$ cat src/rtl/mode7_pkg.sv
// Mode7 scan controller shared types: register map, FSM states,
// parameter bank layout and reset values.
package mode7_pkg;

  localparam int H_ACTIVE_DEF = 640;
  localparam int V_ACTIVE_DEF = 480;

  localparam logic [3:0] REG_ORIGINX  = 4'd0;
  localparam logic [3:0] REG_ORIGINY  = 4'd1;
  localparam logic [3:0] REG_OFFSETX  = 4'd2;
  localparam logic [3:0] REG_OFFSETY  = 4'd3;
  localparam logic [3:0] REG_TEXW     = 4'd4;
  localparam logic [3:0] REG_TEXH     = 4'd5;
  localparam logic [3:0] REG_SCALEXLO = 4'd6;
  localparam logic [3:0] REG_SCALEXHI = 4'd7;
  localparam logic [3:0] REG_SCALEYLO = 4'd8;
  localparam logic [3:0] REG_SCALEYHI = 4'd9;
  localparam logic [3:0] REG_ANGLE    = 4'd10;
  localparam logic [3:0] REG_CTRL     = 4'd11;

  localparam logic [15:0] ANGLE_LIMIT = 16'd360;
  localparam logic [23:0] SCALE_RST   = 24'h000100;

  typedef enum logic [1:0] {
    IDLE,
    COMMIT,
    RUN,
    DRAIN
  } state_e;

  typedef struct packed {
    logic [15:0] originx;
    logic [15:0] originy;
    logic [15:0] offsetx;
    logic [15:0] offsety;
    logic [15:0] texturew;
    logic [15:0] textureh;
    logic [15:0] angle;
    logic [23:0] scalex;
    logic [23:0] scaley;
  } bank_t;

  localparam bank_t BANK_RST = '{
    16'd0, 16'd0, 16'd0, 16'd0, 16'd0, 16'd0, 16'd0,
    SCALE_RST, SCALE_RST
  };

  function automatic logic cfg_reject(
    input logic [3:0]  addr,
    input logic [15:0] wdata
  );
    return (addr > REG_CTRL) ||
           ((addr == REG_ANGLE) && (wdata >= ANGLE_LIMIT));
  endfunction

endpackage

$ cat src/rtl/mode7_px_fifo.sv
// Synchronous pixel FIFO ({sol, sof, data}) with occupancy count.
// Storage resets to zero so the head reads 0 while empty after reset.
module mode7_px_fifo #(
  parameter int AW = 2,
  parameter int W  = 10
) (
  input  logic         clk,
  input  logic         rst_n,
  input  logic         push_i,
  input  logic         pop_i,
  input  logic [W-1:0] wdata_i,
  output logic [W-1:0] rdata_o,
  output logic [AW:0]  count_o,
  output logic         empty_o
);

  localparam int D = 1 << AW;

  logic [W-1:0]  mem_q [D];
  logic [AW-1:0] wr_q;
  logic [AW-1:0] rd_q;
  logic [AW:0]   cnt_q;
  logic          wr;
  logic          rd;

  assign wr = push_i && (cnt_q != (AW+1)'(D));
  assign rd = pop_i && (cnt_q != '0);

  always_ff @(posedge clk or negedge rst_n) begin
    if (!rst_n) begin
      for (int i = 0; i < D; i++) mem_q[i] <= '0;
      wr_q  <= '0;
      rd_q  <= '0;
      cnt_q <= '0;
    end else begin
      if (wr) begin
        mem_q[wr_q] <= wdata_i;
        wr_q        <= wr_q + 1'b1;
      end
      if (rd) rd_q <= rd_q + 1'b1;
      cnt_q <= cnt_q + (AW+1)'(wr) - (AW+1)'(rd);
    end
  end

  assign rdata_o = mem_q[rd_q];
  assign count_o = cnt_q;
  assign empty_o = (cnt_q == '0);

endmodule

$ cat src/rtl/mode7_scan_ctrl.sv
// Mode7 frame sequencer: raster walk, frame-stable parameter bank, pixel FIFO.
// Define MODE7_STALL_CNT_EN to build the credit-stall counter on stall_cnt.
module mode7_scan_ctrl
  import mode7_pkg::*;
#(
  parameter int H_ACTIVE  = H_ACTIVE_DEF,
  parameter int V_ACTIVE  = V_ACTIVE_DEF,
  parameter int XFORM_LAT = 0,
  parameter int FIFO_AW   = 2
) (
  input  logic        clk,
  input  logic        rst_n,
  input  logic        cfg_we,
  input  logic [3:0]  cfg_addr,
  input  logic [15:0] cfg_wdata,
  output logic        cfg_err,
  input  logic        start,
  output logic        busy,
  output logic        frame_done,
  output logic        overrun,
  output logic [15:0] xf_x,
  output logic [15:0] xf_y,
  output logic [15:0] xf_originx,
  output logic [15:0] xf_originy,
  output logic [15:0] xf_offsetx,
  output logic [15:0] xf_offsety,
  output logic [15:0] xf_texturew,
  output logic [15:0] xf_textureh,
  output logic [15:0] xf_angle,
  output logic [23:0] xf_scalex,
  output logic [23:0] xf_scaley,
  input  logic [7:0]  xf_color,
  output logic        px_valid,
  input  logic        px_ready,
  output logic [7:0]  px_data,
  output logic        px_sol,
  output logic        px_sof,
  output logic [31:0] stall_cnt
);

  localparam int DEPTH = 1 << FIFO_AW;
  localparam int CW    = FIFO_AW + 1;
  localparam int OW    = FIFO_AW + 2;

  state_e      state_q;
  bank_t       shadow_q;
  bank_t       active_q;
  logic        en_q;
  logic        pend_q;
  logic [15:0] x_q;
  logic [15:0] y_q;
  logic        busy_q;
  logic        done_q;
  logic        ovr_q;
  logic        err_q;
  logic [CW-1:0] inflight_q;

  logic [CW-1:0] fifo_cnt;
  logic [OW-1:0] occ;
  logic        fifo_empty;
  logic        pop;
  logic        credit;
  logic        issue;
  logic        drain_done;
  logic        cfg_ok;
  logic        commit_wr;
  logic [2:0]  iss_tag;
  logic [2:0]  exit_tag;
  logic [9:0]  head;

  assign cfg_ok    = cfg_we && !cfg_reject(cfg_addr, cfg_wdata);
  assign commit_wr = cfg_ok && (cfg_addr == REG_CTRL) && cfg_wdata[1];

  assign pop    = px_valid && px_ready;
  // A pop this cycle frees a slot, keeping full rate at 2^AW == LAT+1.
  assign occ    = OW'(inflight_q) + OW'(fifo_cnt) - OW'(pop);
  assign credit = occ < OW'(DEPTH);
  assign issue  = (state_q == RUN) && credit;

  assign iss_tag = {issue, x_q == '0, (x_q == '0) && (y_q == '0)};

  assign drain_done = (state_q == DRAIN) && (inflight_q == '0) &&
                      (fifo_cnt == CW'(pop));

  generate
    if (XFORM_LAT == 0) begin : g_comb
      assign exit_tag = iss_tag;
    end else begin : g_pipe
      logic [2:0] tag_q [XFORM_LAT];
      always_ff @(posedge clk or negedge rst_n) begin
        if (!rst_n) begin
          for (int i = 0; i < XFORM_LAT; i++) tag_q[i] <= '0;
        end else begin
          tag_q[0] <= iss_tag;
          for (int i = 1; i < XFORM_LAT; i++) tag_q[i] <= tag_q[i-1];
        end
      end
      assign exit_tag = tag_q[XFORM_LAT-1];
    end
  endgenerate

  always_ff @(posedge clk or negedge rst_n) begin
    if (!rst_n) begin
      shadow_q <= BANK_RST;
      en_q     <= 1'b0;
      err_q    <= 1'b0;
    end else begin
      err_q <= cfg_we && cfg_reject(cfg_addr, cfg_wdata);
      if (cfg_ok) begin
        unique case (1'b1)
          cfg_addr == REG_ORIGINX:  shadow_q.originx  <= cfg_wdata;
          cfg_addr == REG_ORIGINY:  shadow_q.originy  <= cfg_wdata;
          cfg_addr == REG_OFFSETX:  shadow_q.offsetx  <= cfg_wdata;
          cfg_addr == REG_OFFSETY:  shadow_q.offsety  <= cfg_wdata;
          cfg_addr == REG_TEXW:     shadow_q.texturew <= cfg_wdata;
          cfg_addr == REG_TEXH:     shadow_q.textureh <= cfg_wdata;
          cfg_addr == REG_SCALEXLO: shadow_q.scalex[15:0]  <= cfg_wdata;
          cfg_addr == REG_SCALEXHI: shadow_q.scalex[23:16] <= cfg_wdata[7:0];
          cfg_addr == REG_SCALEYLO: shadow_q.scaley[15:0]  <= cfg_wdata;
          cfg_addr == REG_SCALEYHI: shadow_q.scaley[23:16] <= cfg_wdata[7:0];
          cfg_addr == REG_ANGLE:    shadow_q.angle    <= cfg_wdata;
          cfg_addr == REG_CTRL:     en_q             <= cfg_wdata[0];
          default: ;
        endcase
      end
    end
  end

  always_ff @(posedge clk or negedge rst_n) begin
    if (!rst_n) begin
      state_q    <= IDLE;
      active_q   <= BANK_RST;
      pend_q     <= 1'b0;
      x_q        <= '0;
      y_q        <= '0;
      busy_q     <= 1'b0;
      done_q     <= 1'b0;
      ovr_q      <= 1'b0;
      inflight_q <= '0;
    end else begin
      done_q     <= 1'b0;
      ovr_q      <= start && (state_q != IDLE);
      inflight_q <= inflight_q + CW'(issue) - CW'(exit_tag[2]);
      unique case (state_q)
        IDLE: begin
          if (start && en_q) begin
            state_q <= COMMIT;
            busy_q  <= 1'b1;
          end
        end
        COMMIT: begin
          if (pend_q) begin
            active_q <= shadow_q;
            pend_q   <= 1'b0;
          end
          x_q     <= '0;
          y_q     <= '0;
          state_q <= RUN;
        end
        RUN: begin
          if (issue) begin
            if (x_q == 16'(H_ACTIVE - 1)) begin
              x_q <= '0;
              if (y_q == 16'(V_ACTIVE - 1)) state_q <= DRAIN;
              else y_q <= y_q + 16'd1;
            end else begin
              x_q <= x_q + 16'd1;
            end
          end
        end
        DRAIN: begin
          if (drain_done) begin
            state_q <= IDLE;
            busy_q  <= 1'b0;
            done_q  <= 1'b1;
          end
        end
      endcase
      // A request landing in the COMMIT cycle survives for the next frame.
      if (commit_wr) pend_q <= 1'b1;
    end
  end

  mode7_px_fifo #(
    .AW (FIFO_AW),
    .W  (10)
  ) u_fifo (
    .clk     (clk),
    .rst_n   (rst_n),
    .push_i  (exit_tag[2]),
    .pop_i   (pop),
    .wdata_i ({exit_tag[1], exit_tag[0], xf_color}),
    .rdata_o (head),
    .count_o (fifo_cnt),
    .empty_o (fifo_empty)
  );

`ifdef MODE7_STALL_CNT_EN
  logic [31:0] stall_q;
  always_ff @(posedge clk or negedge rst_n) begin
    if (!rst_n) begin
      stall_q <= '0;
    end else if (state_q == COMMIT) begin
      stall_q <= '0;
    end else if ((state_q == RUN) && !credit && (stall_q != '1)) begin
      stall_q <= stall_q + 32'd1;
    end
  end
  assign stall_cnt = stall_q;
`else
  assign stall_cnt = '0;
`endif

  assign cfg_err     = err_q;
  assign busy        = busy_q;
  assign frame_done  = done_q;
  assign overrun     = ovr_q;
  assign xf_x        = x_q;
  assign xf_y        = y_q;
  assign xf_originx  = active_q.originx;
  assign xf_originy  = active_q.originy;
  assign xf_offsetx  = active_q.offsetx;
  assign xf_offsety  = active_q.offsety;
  assign xf_texturew = active_q.texturew;
  assign xf_textureh = active_q.textureh;
  assign xf_angle    = active_q.angle;
  assign xf_scalex   = active_q.scalex;
  assign xf_scaley   = active_q.scaley;
  assign px_valid    = !fifo_empty;
  assign px_sol      = head[9];
  assign px_sof      = head[8];
  assign px_data     = head[7:0];

endmodule
$ cat config.mk
export PLATFORM = sky130hd
export DESIGN_NAME = mode7_scan_ctrl
export DESIGN_NICKNAME = d
export VERILOG_FILES = /design/src/rtl/mode7_pkg.sv /design/src/rtl/mode7_px_fifo.sv /design/src/rtl/mode7_scan_ctrl.sv
export SDC_FILE = /design/constraint.sdc
export NUM_CORES = 1
export LEC_CHECK = 0
export BUFFER_PORTS_ARGS = -buffer_cell sky130_fd_sc_hd__buf_2
export CORE_ASPECT_RATIO = 1.2
export CORE_MARGIN = 3
export CORE_UTILIZATION = 50
export CTS_CLUSTER_DIAMETER = 50
export DETAILED_ROUTE_END_ITERATION = 8
export PLACE_DENSITY = 0.73
export RECOVER_POWER = 100
export SYNTH_ARGS = -nofsm -noshare
export SYNTH_HDL_FRONTEND = slang
export SYNTH_SLANG_ARGS = --single-unit
$ cat constraint.sdc
create_clock -name clk -period 4.2 [get_ports clk]
set_input_delay 0.42 -clock clk [delete_from_list [all_inputs] [get_ports clk]]
set_output_delay 0.42 -clock clk [all_outputs]
set_load 0.01 [all_outputs]
==> results.txt, run 1 <==
----------------------------------------------------
[Worst setup path]
  Beginning of the worst register-to-register path ... state_q[1]$_DFFE_PN0P_
  Worst Setup Start Kind ... register
  Number of cells traversed by the worst register-to-register path ... 5
  Cell type group with the largest total delay on the critical path ... simple AND/OR/NAND/NOR gates
  Crit path buf inv count ... 2
  R2R Path End ... xf_scaley[9]$_DFFE_PN0P_
  Arrival time worst endpoint ... 4.21 ns
  CP required ... 4.62 ns
  Worst stage delay on the critical path ... 1.32 ns
  Worst Path Max Fanout ... 71
  Cell chain of the critical path ... inv_1 > ha_1 > nand2_2 > buf_2 > mux2_2
  Setup slack, reg-to-reg ... 0.41 ns
  Setup CP Type ... register to register
  Endpoint kind of the worst setup timing path ... register
  Slowest cell on crit path ... sky130_fd_sc_hd__nand2_2

[Routing]
  Via count ... 10,000
  Wire length reported by the detailed router ... 37,500 um
  Routed length per placed instance ... 20.2 um
  Detailed-route vias per instance ... 5.39
  DRC violation count after routing ... 0
  Detailed Routing Iterations Pass 1 ... 4
  Remaining antenna violation count ... 0
  DRC marker count from the first detailed-route iteration ... 471

[Timing]
  Transition at the pin with the smallest max-transition slack ... 2.77 ns
  Setup TNS ... 0 ns
  Remaining max-slew budget at the tightest pin ... -0.849
  Final-report max-slew violation count ... 212
  Worst-case clock skew ... 0.0171 ns
  Total setup violations reported at the end of the flow ... 0
  Min Clock Period, post-route ... 3.79 ns
  Worst slack on hold paths ... 0.164 ns
  Hold Fails Final Rpt ... 0
  Post-layout worst setup margin ... 0.412 ns
  Share of the clock period used by the worst path after layout ... 0.902
  Peak clock frequency supported by timing ... 0.264 GHz
  Setup repair after global routing missed its margin ... no

[Floorplan]
  DIE AREA ... 0.0355 mm2
  Starting density of the core ... 0.512
  Placeable core region ... 0.0325 mm2
  Die width ... 173 um
  Number of placement rows ... 72
  Ports ... 272
  Die height ... 206 um

[Placed design]
  Worst slack at placement ... 0.348 ns
  Weighted congestion reported at the end of routability-driven placement ... 0.852
  I/O Buffers ... 239
  Post-detailed-placement half-perimeter wirelength ... 24,900 um
  Placed insts ... 1,780

[Global routing]
  Via count of the first global-routing pass ... 10,400
  Initial antenna violation count ... 1
  Grt total ovfl ... 0
  First-pass GRT wire length ... 58,900 um
  GRT Util Overall ... 0.209
  Pin count of the biggest net entering global routing ... 109

[Clock network]
  Clock net sink count ... 407
  Clock Tree Buf Depth ... 3
  CTS tree ... done
  # H-tree levels ... 2
  Post-CTS setup repair buffer count ... 0
  TritonCTS buffer count ... 43
  Clock Pin Slew Worst Setup and Hold Paths ... 0.06 ns
  Root buffer cell ... sky130_fd_sc_hd__clkbuf_16
  Clock insertion delay at the later pin of the skew report ... 0.54 ns

[Status]
  Violated checks ... max-capacitance violations, max-slew violations
  Status ... finished, violations left

[Cells and area]
  Fraction of final layout cells sized beyond drive strength 1 ... 0.340
  Final net count ... 1,434
  Fin cells ... 1,858
  Area of all sequential standard cells ... 0.0102 mm2
  Fill cells ... 2,627
  Layout overhead on the synthesized area ... 16.4%
  Area occupied by multi-input gates ... 0.00604 mm2

[Yosys]
  Cells after Synth ... 1,143
  Combined area of all synthesized cells ... 0.0167 mm2
  Sequential element share of the synthesized area ... 0.612
  Prevailing post-synth register cell ... sky130_fd_sc_hd__dfrtp_1
  Flip-flop and latch count after synthesis ... 407
  Post-synthesis async set-or-reset flop share ... 1.00
  Post-synthesis average cell area ... 14.6 um2
  Number of flops mapped to enable cells by yosys ... 0
  Synthesis Warnings ... 0
  Distinct cell type count after synthesis ... 55

[Pwr]
  Total power ... 12,100 uW
  Leakage power ... 0.00899 uW
  Peak ir drop on the vdd network ... 0.000370 V
  Power density of the placed cells ... 625 mW/mm2

[Run]
  Max-cap violation count ... 4

[Worst hold path]
  Path class of the lowest-slack min-delay path ... input port to register
  Number of cells on the worst hold path ... 2
  Hold EP ... overrun$_DFF_PN0_
  Min-Delay Startpoint ... start

----------------------------------------------------
-- synth_stat cells (2+ instances only) --
master,instances,share of area
sky130_fd_sc_hd__xnor2_1,5,0.0026
sky130_fd_sc_hd__fa_1,2,0.0024
sky130_fd_sc_hd__and4_1,2,0.0011
sky130_fd_sc_hd__or4_4,2,0.0014
sky130_fd_sc_hd__a31oi_1,4,0.0015
sky130_fd_sc_hd__nor2_1,21,0.0047
sky130_fd_sc_hd__ha_1,17,0.013
sky130_fd_sc_hd__nand3b_1,4,0.0018
sky130_fd_sc_hd__clkbuf_1,46,0.010
sky130_fd_sc_hd__mux4_2,10,0.014
sky130_fd_sc_hd__and2_1,10,0.0038
sky130_fd_sc_hd__or4_1,4,0.0018
sky130_fd_sc_hd__o41ai_1,2,0.0011
sky130_fd_sc_hd__o31ai_1,10,0.0045
sky130_fd_sc_hd__a21o_1,2,0.00090
sky130_fd_sc_hd__inv_1,22,0.0050
sky130_fd_sc_hd__buf_4,32,0.014
sky130_fd_sc_hd__o211ai_1,2,0.00090
sky130_fd_sc_hd__nor4_1,4,0.0015
sky130_fd_sc_hd__o21ai_0,25,0.0075
sky130_fd_sc_hd__a21oi_1,21,0.0063
sky130_fd_sc_hd__or3_1,9,0.0034
sky130_fd_sc_hd__nor4b_1,2,0.0011
sky130_fd_sc_hd__buf_1,9,0.0020
sky130_fd_sc_hd__mux2_2,355,0.24
sky130_fd_sc_hd__nor3b_1,5,0.0023
sky130_fd_sc_hd__and3_1,8,0.0030
sky130_fd_sc_hd__nor2b_1,5,0.0019
sky130_fd_sc_hd__dfstp_2,4,0.0063
sky130_fd_sc_hd__nand4_1,14,0.0053
sky130_fd_sc_hd__nor3_1,7,0.0021
sky130_fd_sc_hd__o22ai_1,3,0.0011
sky130_fd_sc_hd__nand2b_1,5,0.0019
sky130_fd_sc_hd__nand3_1,16,0.0048
sky130_fd_sc_hd__xor2_1,4,0.0021
sky130_fd_sc_hd__nand2_1,29,0.0065
sky130_fd_sc_hd__dfrtp_1,403,0.61
-- layer usage --
layer  global-route usage  part of all wire  wire [um]
met5                    0                 0          0
met4               0.0580             0.022        818
met3               0.0627             0.075       2800
met2                0.357              0.50      18600
met1                0.261              0.41      15300
-- cells in the final DEF, fill, tap and decap left out, types with 5 or more instances in the layout --
master,count
sky130_fd_sc_hd__clkbuf_1,219
sky130_fd_sc_hd__o31ai_1,10
sky130_fd_sc_hd__dfrtp_1,403
sky130_fd_sc_hd__conb_1,32
sky130_fd_sc_hd__and2_0,5
sky130_fd_sc_hd__nor3b_1,5
sky130_fd_sc_hd__nor2_1,21
sky130_fd_sc_hd__o21ai_0,25
sky130_fd_sc_hd__clkbuf_8,6
sky130_fd_sc_hd__or3_1,9
sky130_fd_sc_hd__and3_1,8
sky130_fd_sc_hd__a21oi_1,21
sky130_fd_sc_hd__bufinv_16,6
sky130_fd_sc_hd__nand3_1,16
sky130_fd_sc_hd__nor3_1,7
sky130_fd_sc_hd__mux2_2,352
sky130_fd_sc_hd__nand2_1,28
sky130_fd_sc_hd__nand2b_1,5
sky130_fd_sc_hd__ha_1,17
sky130_fd_sc_hd__nor2b_1,5
sky130_fd_sc_hd__and2_1,6
sky130_fd_sc_hd__xnor2_1,5
sky130_fd_sc_hd__buf_2,30
sky130_fd_sc_hd__inv_1,22
sky130_fd_sc_hd__mux4_2,10
sky130_fd_sc_hd__clkbuf_16,44
sky130_fd_sc_hd__clkinv_2,7
sky130_fd_sc_hd__nand4_1,14
-- timing repair --
item | 4_1_cts | 5_1_grt
hold endpoints to repair | 86 | 0
endpoints found under the setup margin | 0 | 1
hold buffers | 1 | 0
gates resized for setup | 0 | 1
-- through the flow --
step / area (um2) / utilization
3_5_place_dp: 18200 / 0.561
5_1_grt: 19400 / 0.596
2_1_floorplan: 16800 / -
4_1_cts: 19700 / 0.606
3_3_place_gp: 18200 / 0.561
6_report: 19400 / 0.596
-- final cells by class --
class / count / area share
diodes: 1 / 0.000129
clock buffers: 58 / 0.0626
clock inverters: 18 / 0.0136
inverters: 22 / 0.00426
multi-input cells: 658 / 0.311
flip-flops and latches: 407 / 0.526
well taps: 444 / 0.0287
repair buffers: 250 / 0.0538
-- registers in the layout, summed over array words and instances, names as in the netlist, 3 cells and up --
register / cells
xf_x: 16
u_fifo.count_o: 3
xf_scalex: 24
u_fifo.mem_q: 40
xf_offsety: 16
xf_scaley: 24
xf_offsetx: 16
xf_angle: 16
xf_originx: 16
xf_texturew: 16
shadow_q: 160
xf_textureh: 16
xf_originy: 16
xf_y: 16
-- power breakdown --
group | switching [uW] | internal, uW
clock | 1520 | 2400
combinational | 1460 | 1280
sequential | 577 | 4880
total | 3560 | 8560
-- worst max path at each step --
stage / startpoint / to / slack (ns) / cells past startpoint
finish: state_q[1]$_DFFE_PN0P_ / xf_scaley[9]$_DFFE_PN0P_ / 0.41 / 5
global route: u_fifo.count_o[1]$_DFF_PN0_ / xf_x[5]$_DFFE_PN0P_ / 0.09 / 12
floorplan: u_fifo.count_o[1]$_DFF_PN0_ / xf_x[2]$_DFFE_PN0P_ / 1.02 / 14
CTS: u_fifo.count_o[1]$_DFF_PN0_ / xf_x[5]$_DFFE_PN0P_ / 0.33 / 12
global placement: u_fifo.count_o[1]$_DFF_PN0_ / xf_x[5]$_DFFE_PN0P_ / 0.62 / 12
detailed placement: u_fifo.count_o[1]$_DFF_PN0_ / xf_x[5]$_DFFE_PN0P_ / 0.35 / 12
-- cells by family after synthesis --
logic type | share of synthesized area
and+or+nand+nor | 0.0515
AOI/OAI and AO/OA | 0.0304
xor gates and xnor gates | 0.00473
buffers and inverters | 0.0318
DFF | 0.612
adders and majority gates | 0.0152
muxes | 0.254
other | 0.000225
Note: power is estimated with default switching activity, not from simulation.
==> run 2: changes to the inputs <==
==> constraint.sdc (replaced) <==
create_clock -name clk -period 4.2 [get_ports clk]
set_input_delay 0.21 -clock clk [delete_from_list [all_inputs] [get_ports clk]]
set_output_delay 0.21 -clock clk [all_outputs]
set_load 0.01 [all_outputs]
==> run 2 against run 1 <==
Clock skew decreased by 0.0028 ns; register-to-register slack about the same; count of clock-buffer cells in the layout increased by 10; critical path depth unchanged; largest power group unchanged; power decreased by 1.1%; critical path type unchanged; cell area increased by 0.36%; the flow still finishes with violations (max-capacitance violations, max-slew violations); hold slack got worse by 0.076 ns; routed wire length increased by 0.34%; via count increased by 0.71%; worst setup slack got worse by 0.0030 ns; core utilization increased by 0.21 points; die area unchanged.
==> results.txt, run 2 (synthesized netlist as in run 1, its figures left out) <==
----------------------------------------------------
[Timing]
  Total setup violations reported at the end of the flow ... 0 (unchanged)
  Share of the clock period used by the worst path after layout ... 0.903 (about the same)
  Hold Fails Final Rpt ... 0 (unchanged)
  Setup TNS ... 0 ns (unchanged)
  Final-report max-slew violation count ... 201 (-5.2%)
  Remaining max-slew budget at the tightest pin ... -1.00 (-0.153)
  Setup repair after global routing missed its margin ... no
  Min Clock Period, post-route ... 3.79 ns (+0.00298 ns)
  Worst-case clock skew ... 0.0143 ns (-0.00282 ns)
  Peak clock frequency supported by timing ... 0.264 GHz (about the same)
  Transition at the pin with the smallest max-transition slack ... 3.00 ns (+0.230 ns)

[Routing]
  Remaining antenna violation count ... 0 (unchanged)
  DRC violation count after routing ... 0 (unchanged)
  Wire length reported by the detailed router ... 37,600 um (+0.34%)
  Routed length per placed instance ... 20.1 um (-0.62%)
  Via count ... 10,100 (+0.71%)
  Detailed-route vias per instance ... 5.38 (-0.26%)
  DRC marker count from the first detailed-route iteration ... 589 (+25%)
  Detailed Routing Iterations Pass 1 ... 4 (unchanged)

[Worst setup path]
  Beginning of the worst register-to-register path ... state_q[1]$_DFFE_PN0P_
  Worst Setup Start Kind ... register
  Endpoint kind of the worst setup timing path ... register
  Arrival time worst endpoint ... 4.22 ns (about the same)
  CP required ... 4.63 ns (about the same)
  CP Launch Point ... state_q[1]$_DFFE_PN0P_
  Setup CP Type ... register to register
  Worst Path Max Fanout ... 67 (-5.6%)

[Clock network]
  TritonCTS buffer count ... 44 (+2.3%)
  Root buffer cell ... sky130_fd_sc_hd__clkbuf_16
  Clock Pin Slew Worst Setup and Hold Paths ... 0.06 ns (about the same)
  Clock insertion delay at the later pin of the skew report ... 0.55 ns (about the same)
  Clock net sink count ... 407 (unchanged)
  # H-tree levels ... 2 (unchanged)
  Clock Tree Buf Depth ... 3 (unchanged)
  CTS tree ... done

[Placed design]
  Placed insts ... 1,782 (+0.11%)
  I/O Buffers ... 239 (unchanged)
  Post-detailed-placement half-perimeter wirelength ... 25,100 um (+0.65%)
  Weighted congestion reported at the end of routability-driven placement ... 0.856 (+0.43%)

[Floorplan]
  Die width ... 173 um (unchanged)
  Number of placement rows ... 72 (unchanged)
  Ports ... 272 (unchanged)
  Placeable core region ... 0.0325 mm2 (unchanged)
  DIE AREA ... 0.0355 mm2 (unchanged)
  Starting density of the core ... 0.512 (unchanged)
  Die height ... 206 um (unchanged)

[Cells and area]
  Highest-count cells in the layout ignoring fill and taps ... 403 x sky130_fd_sc_hd__dfrtp_1, 355 x sky130_fd_sc_hd__mux2_2, 228 x sky130_fd_sc_hd__clkbuf_1
  Area of all sequential standard cells ... 0.0102 mm2 (unchanged)
  Fraction of final layout cells sized beyond drive strength 1 ... 0.336 (-0.00452)
  Largest registers ranked by flip-flop count ... shadow_q (160), u_fifo.mem_q (40)
  Fin cells ... 1,876 (+0.97%)
  Most common cell after layout, fill and taps aside ... sky130_fd_sc_hd__dfrtp_1
  Area occupied by multi-input gates ... 0.00603 mm2 (about the same)
  Number of antenna cells inserted ... 0 (-1)
  Number of flip-flops in the largest register ... 160 (unchanged)
  Register ranked first by flip-flop count ... shadow_q
  Fill cells ... 2,636 (+0.34%)
  Final net count ... 1,449 (+1.0%)
  Layout overhead on the synthesized area ... 16.8%

[Worst hold path]
  Path class of the lowest-slack min-delay path ... input port to register
  Min-Delay Startpoint ... px_ready

[Global routing]
  Grt total ovfl ... 0 (unchanged)
  Pin count of the biggest net entering global routing ... 121 (+11%)
  Via count of the first global-routing pass ... 10,500 (+1.6%)
  GRT Util Overall ... 0.212 (+0.00269)
  First-pass GRT wire length ... 59,700 um (+1.5%)
  Initial antenna violation count ... 0 (-1)

[Status]
  Violated checks ... max-capacitance violations, max-slew violations
  Status ... finished, violations left

[Pwr]
  Leakage power ... 0.00900 uW (+0.16%)
  Peak ir drop on the vdd network ... 0.000417 V (+13%)
  Power density of the placed cells ... 616 mW/mm2 (-1.5%)

[Run]
  Max-cap violation count ... 4 (unchanged)

----------------------------------------------------
==> run 2: worst max-delay path: stages (launching register included) <==
cell and delay, ns:
sky130_fd_sc_hd__dfrtp_1 0.42, sky130_fd_sc_hd__inv_1 0.09, sky130_fd_sc_hd__ha_1 0.33, sky130_fd_sc_hd__nand2_1 1.67, sky130_fd_sc_hd__buf_6 0.66, sky130_fd_sc_hd__mux2_2 0.41
==> run 2: routing by layer <==
| metal | vias up | track usage | wire length (um) |
|---|---|---|---|
| met1 | 5200 | 0.267 | 15100 |
| met3 | 63 | 0.0641 | 2970 |
| met5 | - | 0 | 0 |
| met4 | 0 | 0.0516 | 759 |
| met2 | 303 | 0.361 | 18800 |
| li1 | 4521 | - | - |
==> run 2: power breakdown <==
group	total, uW	switching [uW]	internal, uW
clock network	3800	1540	2260
logic	2730	1440	1290
registers	5450	574	4880
==> run 2: cell type report <==
class / count / area share
flip-flops and latches: 407 / 0.524
multi-input cells: 658 / 0.310
clock buffers: 68 / 0.0649
repair buffers: 264 / 0.0601
well taps: 444 / 0.0286
clock inverters: 13 / 0.00830
inverters: 22 / 0.00424
==> run 2: final timing paths <==
check | depth (start not counted) | slack [ns] | to
min | 3 | 0.09 | u_fifo.rd_q[0]$_DFFE_PN0P_
max reg2reg | 5 | 0.41 | xf_originx[13]$_DFFE_PN0P_
min reg2reg | 1 | 0.48 | shadow_q[60]$_DFFE_PN0P_
max in group asynchronous | 3 | 0.83 | shadow_q[17]$_DFFE_PN0P_
min in group asynchronous | 2 | 1.16 | u_fifo.mem_q[23]$_DFFE_PN0P_
max | 5 | 0.41 | xf_originx[13]$_DFFE_PN0P_
==> run 2: per-stage QoR <==
stage | setup WS (ns) | utilization | area, um2 | hold slack, ns | power (uW)
5_1_grt | 0.111 | 0.598 | 19500 | 0.103 | 12700
3_3_place_gp | 0.609 | 0.560 | 18200 | 0.354 | 8260
4_1_cts | 0.347 | 0.608 | 19800 | 0.0207 | 12200
2_1_floorplan | 1.02 | - | 16800 | -0.0856 | 7260
6_report | 0.409 | 0.598 | 19500 | 0.0877 | 12000
3_5_place_dp | 0.359 | 0.560 | 18200 | 0.373 | 8410
==> run 2: what timing repair did <==
item / CTS / global route
resized for setup: 0 / 1
hold buffers: 13 / 0
setup buffers: 0 / 0
endpoints found under the hold margin: 148 / 0
endpoints found under the setup margin: 0 / 1
==> run 3: changes to the inputs <==
--- a/config.mk
+++ b/config.mk
@@ -15,2 +15,3 @@
 export RECOVER_POWER = 100
+export SETUP_SLACK_MARGIN = 0.5
 export SYNTH_ARGS = -nofsm -noshare
==> constraint.sdc (replaced) <==
create_clock -name clk -period 4.2 [get_ports clk]
set_input_delay 0.63 -clock clk [delete_from_list [all_inputs] [get_ports clk]]
set_output_delay 0.63 -clock clk [all_outputs]
set_load 0.01 [all_outputs]
==> run 3 against run 2 <==
The run still ends with max-capacitance violations, max-slew violations left; hold slack improved by 0.27 ns; largest cell class unchanged; clock skew rose by 0.0039 ns; sequential power about the same; sequential cell count unchanged; cell area decreased by 0.70%; critical path type unchanged; worst setup slack improved by 0.15 ns; global-route usage shrank 0.062 points; combinational power is essentially flat.
==> results.txt, run 3 (synthesized netlist as in run 1, its figures left out) <==
----------------------------------------------------
[Status]
  Status ... finished, violations left
  Violated checks ... max-capacitance violations, max-slew violations

[Pwr]
  Internal power ... 8360 uW (-0.90%)
  Peak ir drop on the vdd network ... 0.000410 V (-1.6%)
  Power share of the clock group ... 0.313 (-0.004)
  Switching Fraction ... 0.300 (+0.00348)
  Leakage power ... 0.00895 uW (-0.53%)
  Switching power ... 3580 uW (+0.76%)
  Power density of the placed cells ... 618 mW/mm2 (+0.30%)
  Portion of total power attributed to combinational logic ... 0.229 (about the same)
  Part of the total power dissipated in sequential elements ... 0.458 (+0.003)

[Timing]
  Remaining max-slew budget at the tightest pin ... -1.04 (-0.0366)
  Worst slack on hold paths ... 0.357 ns (+0.269 ns)
  Setup repair after global routing missed its margin ... yes
  Setup TNS ... 0 ns (unchanged)
  Transition at the pin with the smallest max-transition slack ... 3.06 ns (+0.0549 ns)
  Total setup violations reported at the end of the flow ... 0 (unchanged)
  Final-report max-slew violation count ... 224 (+11%)
  Post-layout worst setup margin ... 0.560 ns (+0.151 ns)
  Min Clock Period, post-route ... 3.64 ns (-0.151 ns)
  Peak clock frequency supported by timing ... 0.275 GHz (+4.1%)
  Worst-case clock skew ... 0.0182 ns (+0.00389 ns)
  Share of the clock period used by the worst path after layout ... 0.867 (-0.0360)
  Hold Fails Final Rpt ... 0 (unchanged)

[Clock network]
  Clock net sink count ... 407 (unchanged)
  Post-CTS setup repair buffer count ... 0 (unchanged)
  Clock Tree Buf Depth ... 3 (unchanged)
  Post-cts hold buffer count ... 0 (-13)
  Root buffer cell ... sky130_fd_sc_hd__clkbuf_16
  TritonCTS buffer count ... 42 (-4.5%)
  Clock Pin Slew Worst Setup and Hold Paths ... 0.06 ns (about the same)
  CTS tree ... done
  # H-tree levels ... 2 (unchanged)
  Clock insertion delay at the later pin of the skew report ... 0.55 ns (about the same)

[Global routing]
  GRT Util Overall ... 0.211 (-0.000617)
  First-pass GRT wire length ... 59,500 um (-0.31%)
  GRT met2 Usage ... 0.363 (+0.00213)
  Grt total ovfl ... 0 (unchanged)
  Highest-utilization routing layer at the global route stage ... met2
  M3 GR Usage ... 0.0669 (+0.00276)
  GR met1 Demand/Resource ... 0.262 (-0.00503)
  Via count of the first global-routing pass ... 10,500 (-0.066%)
  Initial antenna violation count ... 1 (+1)
  Pin count of the biggest net entering global routing ... 123 (+1.7%)

[Worst setup path]
  Worst Setup Start Kind ... register
  Arrival time worst endpoint ... 4.03 ns (-0.19 ns)
  Endpoint kind of the worst setup timing path ... register
  CP required ... 4.59 ns (-0.04 ns)
  Setup CP Type ... register to register
  Worst Path Max Fanout ... 6 (-91%)
  Number of cells traversed by the worst register-to-register path ... 11 (+6)
  Setup slack, reg-to-reg ... 0.56 ns (+0.15 ns)

[Floorplan]
  Number of placement rows ... 72 (unchanged)
  Die width ... 173 um (unchanged)
  Starting density of the core ... 0.512 (unchanged)
  Placeable core region ... 0.0325 mm2 (unchanged)
  DIE AREA ... 0.0355 mm2 (unchanged)
  Ports ... 272 (unchanged)
  Die height ... 206 um (unchanged)

[Routing]
  Remaining antenna violation count ... 0 (unchanged)
  Wire length reported by the detailed router ... 37,600 um (about the same)
  Detailed-route vias per instance ... 5.41 (+0.53%)
  Via count ... 10,100 (-0.33%)
  DRC violation count after routing ... 0 (unchanged)
  DRC marker count from the first detailed-route iteration ... 550 (-6.6%)
  Detailed Routing Iterations Pass 1 ... 6 (+2)
  Routed length per placed instance ... 20.2 um (+0.88%)

[Worst hold path]
  Path class of the lowest-slack min-delay path ... input port to register
  Number of cells on the worst hold path ... 2 (-1)

[Cells and area]
  Highest-count cells in the layout ignoring fill and taps ... 403 x sky130_fd_sc_hd__dfrtp_1, 355 x sky130_fd_sc_hd__mux2_2, 224 x sky130_fd_sc_hd__clkbuf_1
  Register ranked first by flip-flop count ... shadow_q
  Finished Core Util ... 0.594 (-0.00419)
  Layout overhead on the synthesized area ... 16.0%
  Number of antenna cells inserted ... 0 (unchanged)
  Largest registers ranked by flip-flop count ... shadow_q (160), u_fifo.mem_q (40)
  Total non-filler cell area in the finished layout ... 0.0193 mm2 (-0.70%)
  Final net count ... 1,434 (-1.0%)
  Most common cell after layout, fill and taps aside ... sky130_fd_sc_hd__dfrtp_1
  Number of flip-flops in the largest register ... 160 (unchanged)
  Fraction of final layout cells sized beyond drive strength 1 ... 0.342 (+0.00591)

[Placed design]
  I/O Buffers ... 239 (unchanged)
  Worst slack at placement ... 0.435 ns (+0.0765 ns)
  Instance area after placement ... 0.0182 mm2 (+0.14%)
  Weighted congestion reported at the end of routability-driven placement ... 0.849 (-0.85%)
  Post-detailed-placement half-perimeter wirelength ... 25,100 um (-0.10%)

[Run]
  Max-cap violation count ... 4 (unchanged)

----------------------------------------------------
[run 3: worst paths after layout]
path                                                 to                   startpoint
setup / recovery                    xf_y[1]$_DFFE_PN0P_  u_fifo.count_o[1]$_DFF_PN0_
setup reg to reg                    xf_y[1]$_DFFE_PN0P_  u_fifo.count_o[1]$_DFF_PN0_
min in group asynchronous  u_fifo.mem_q[35]$_DFFE_PN0P_                        rst_n
hold reg to reg                shadow_q[60]$_DFFE_PN0P_     shadow_q[60]$_DFFE_PN0P_
max in group asynchronous     xf_offsetx[5]$_DFFE_PN0P_                        rst_n
hold / removal                        overrun$_DFF_PN0_                        start
[run 3: per-layer routing]
layer | vias up | wire length (um)
met4 | 2 | 714
met3 | 56 | 2830
met2 | 277 | 18800
li1 | 4497 | -
met5 | - | 20
met1 | 5222 | 15200
[run 3: worst max-delay path: stages, from the launching register on]
cell and delay (ns):
sky130_fd_sc_hd__dfrtp_1 0.45, sky130_fd_sc_hd__inv_1 0.13, sky130_fd_sc_hd__nand3_1 0.13, sky130_fd_sc_hd__and2_0 0.22, sky130_fd_sc_hd__ha_1 0.24, sky130_fd_sc_hd__inv_1 0.07, sky130_fd_sc_hd__ha_1 0.19, sky130_fd_sc_hd__fa_1 0.42
sky130_fd_sc_hd__xnor2_1 0.22, sky130_fd_sc_hd__a2111oi_1 1.08, sky130_fd_sc_hd__nand3b_1 0.21, sky130_fd_sc_hd__o311ai_0 0.13
[run 3: cell type report]
class	count	area [um2]
Fill cell	2686	13200
Multi-Input combinational cell	658	6040
Clock inverter	21	245
Tap cell	444	556
Clock buffer	57	1150
Timing Repair Buffer	251	1060
Sequential cell	407	10200
Inverter	22	82.6
[run 3: stage by stage]
step / instances / total power [uW]
finish: 1860 / 11900
global route: 1860 / 12600
global placement: 1782 / 8270
floorplan: 1174 / 7260
detailed placement: 1782 / 8420
CTS: 1860 / 12200
[run 3: timing repair]
| action | 4_1_cts | 5_1_grt |
|---|---|---|
| endpoints found under the hold margin | 0 | 0 |
| resized for setup | 1 | 2 |
| setup endpoints to repair | 6 | 51 |
[run 3: power groups by stage]
stage / clock, uW / sequential [uW] / combinational [uW]
after floorplan: 0 / 5540 / 1730
after global placement: 0 / 5450 / 2820
after detailed placement: 0 / 5520 / 2900
after CTS: 3820 / 5460 / 2920
after global routing: 3990 / 5580 / 3030
final: 3730 / 5470 / 2740
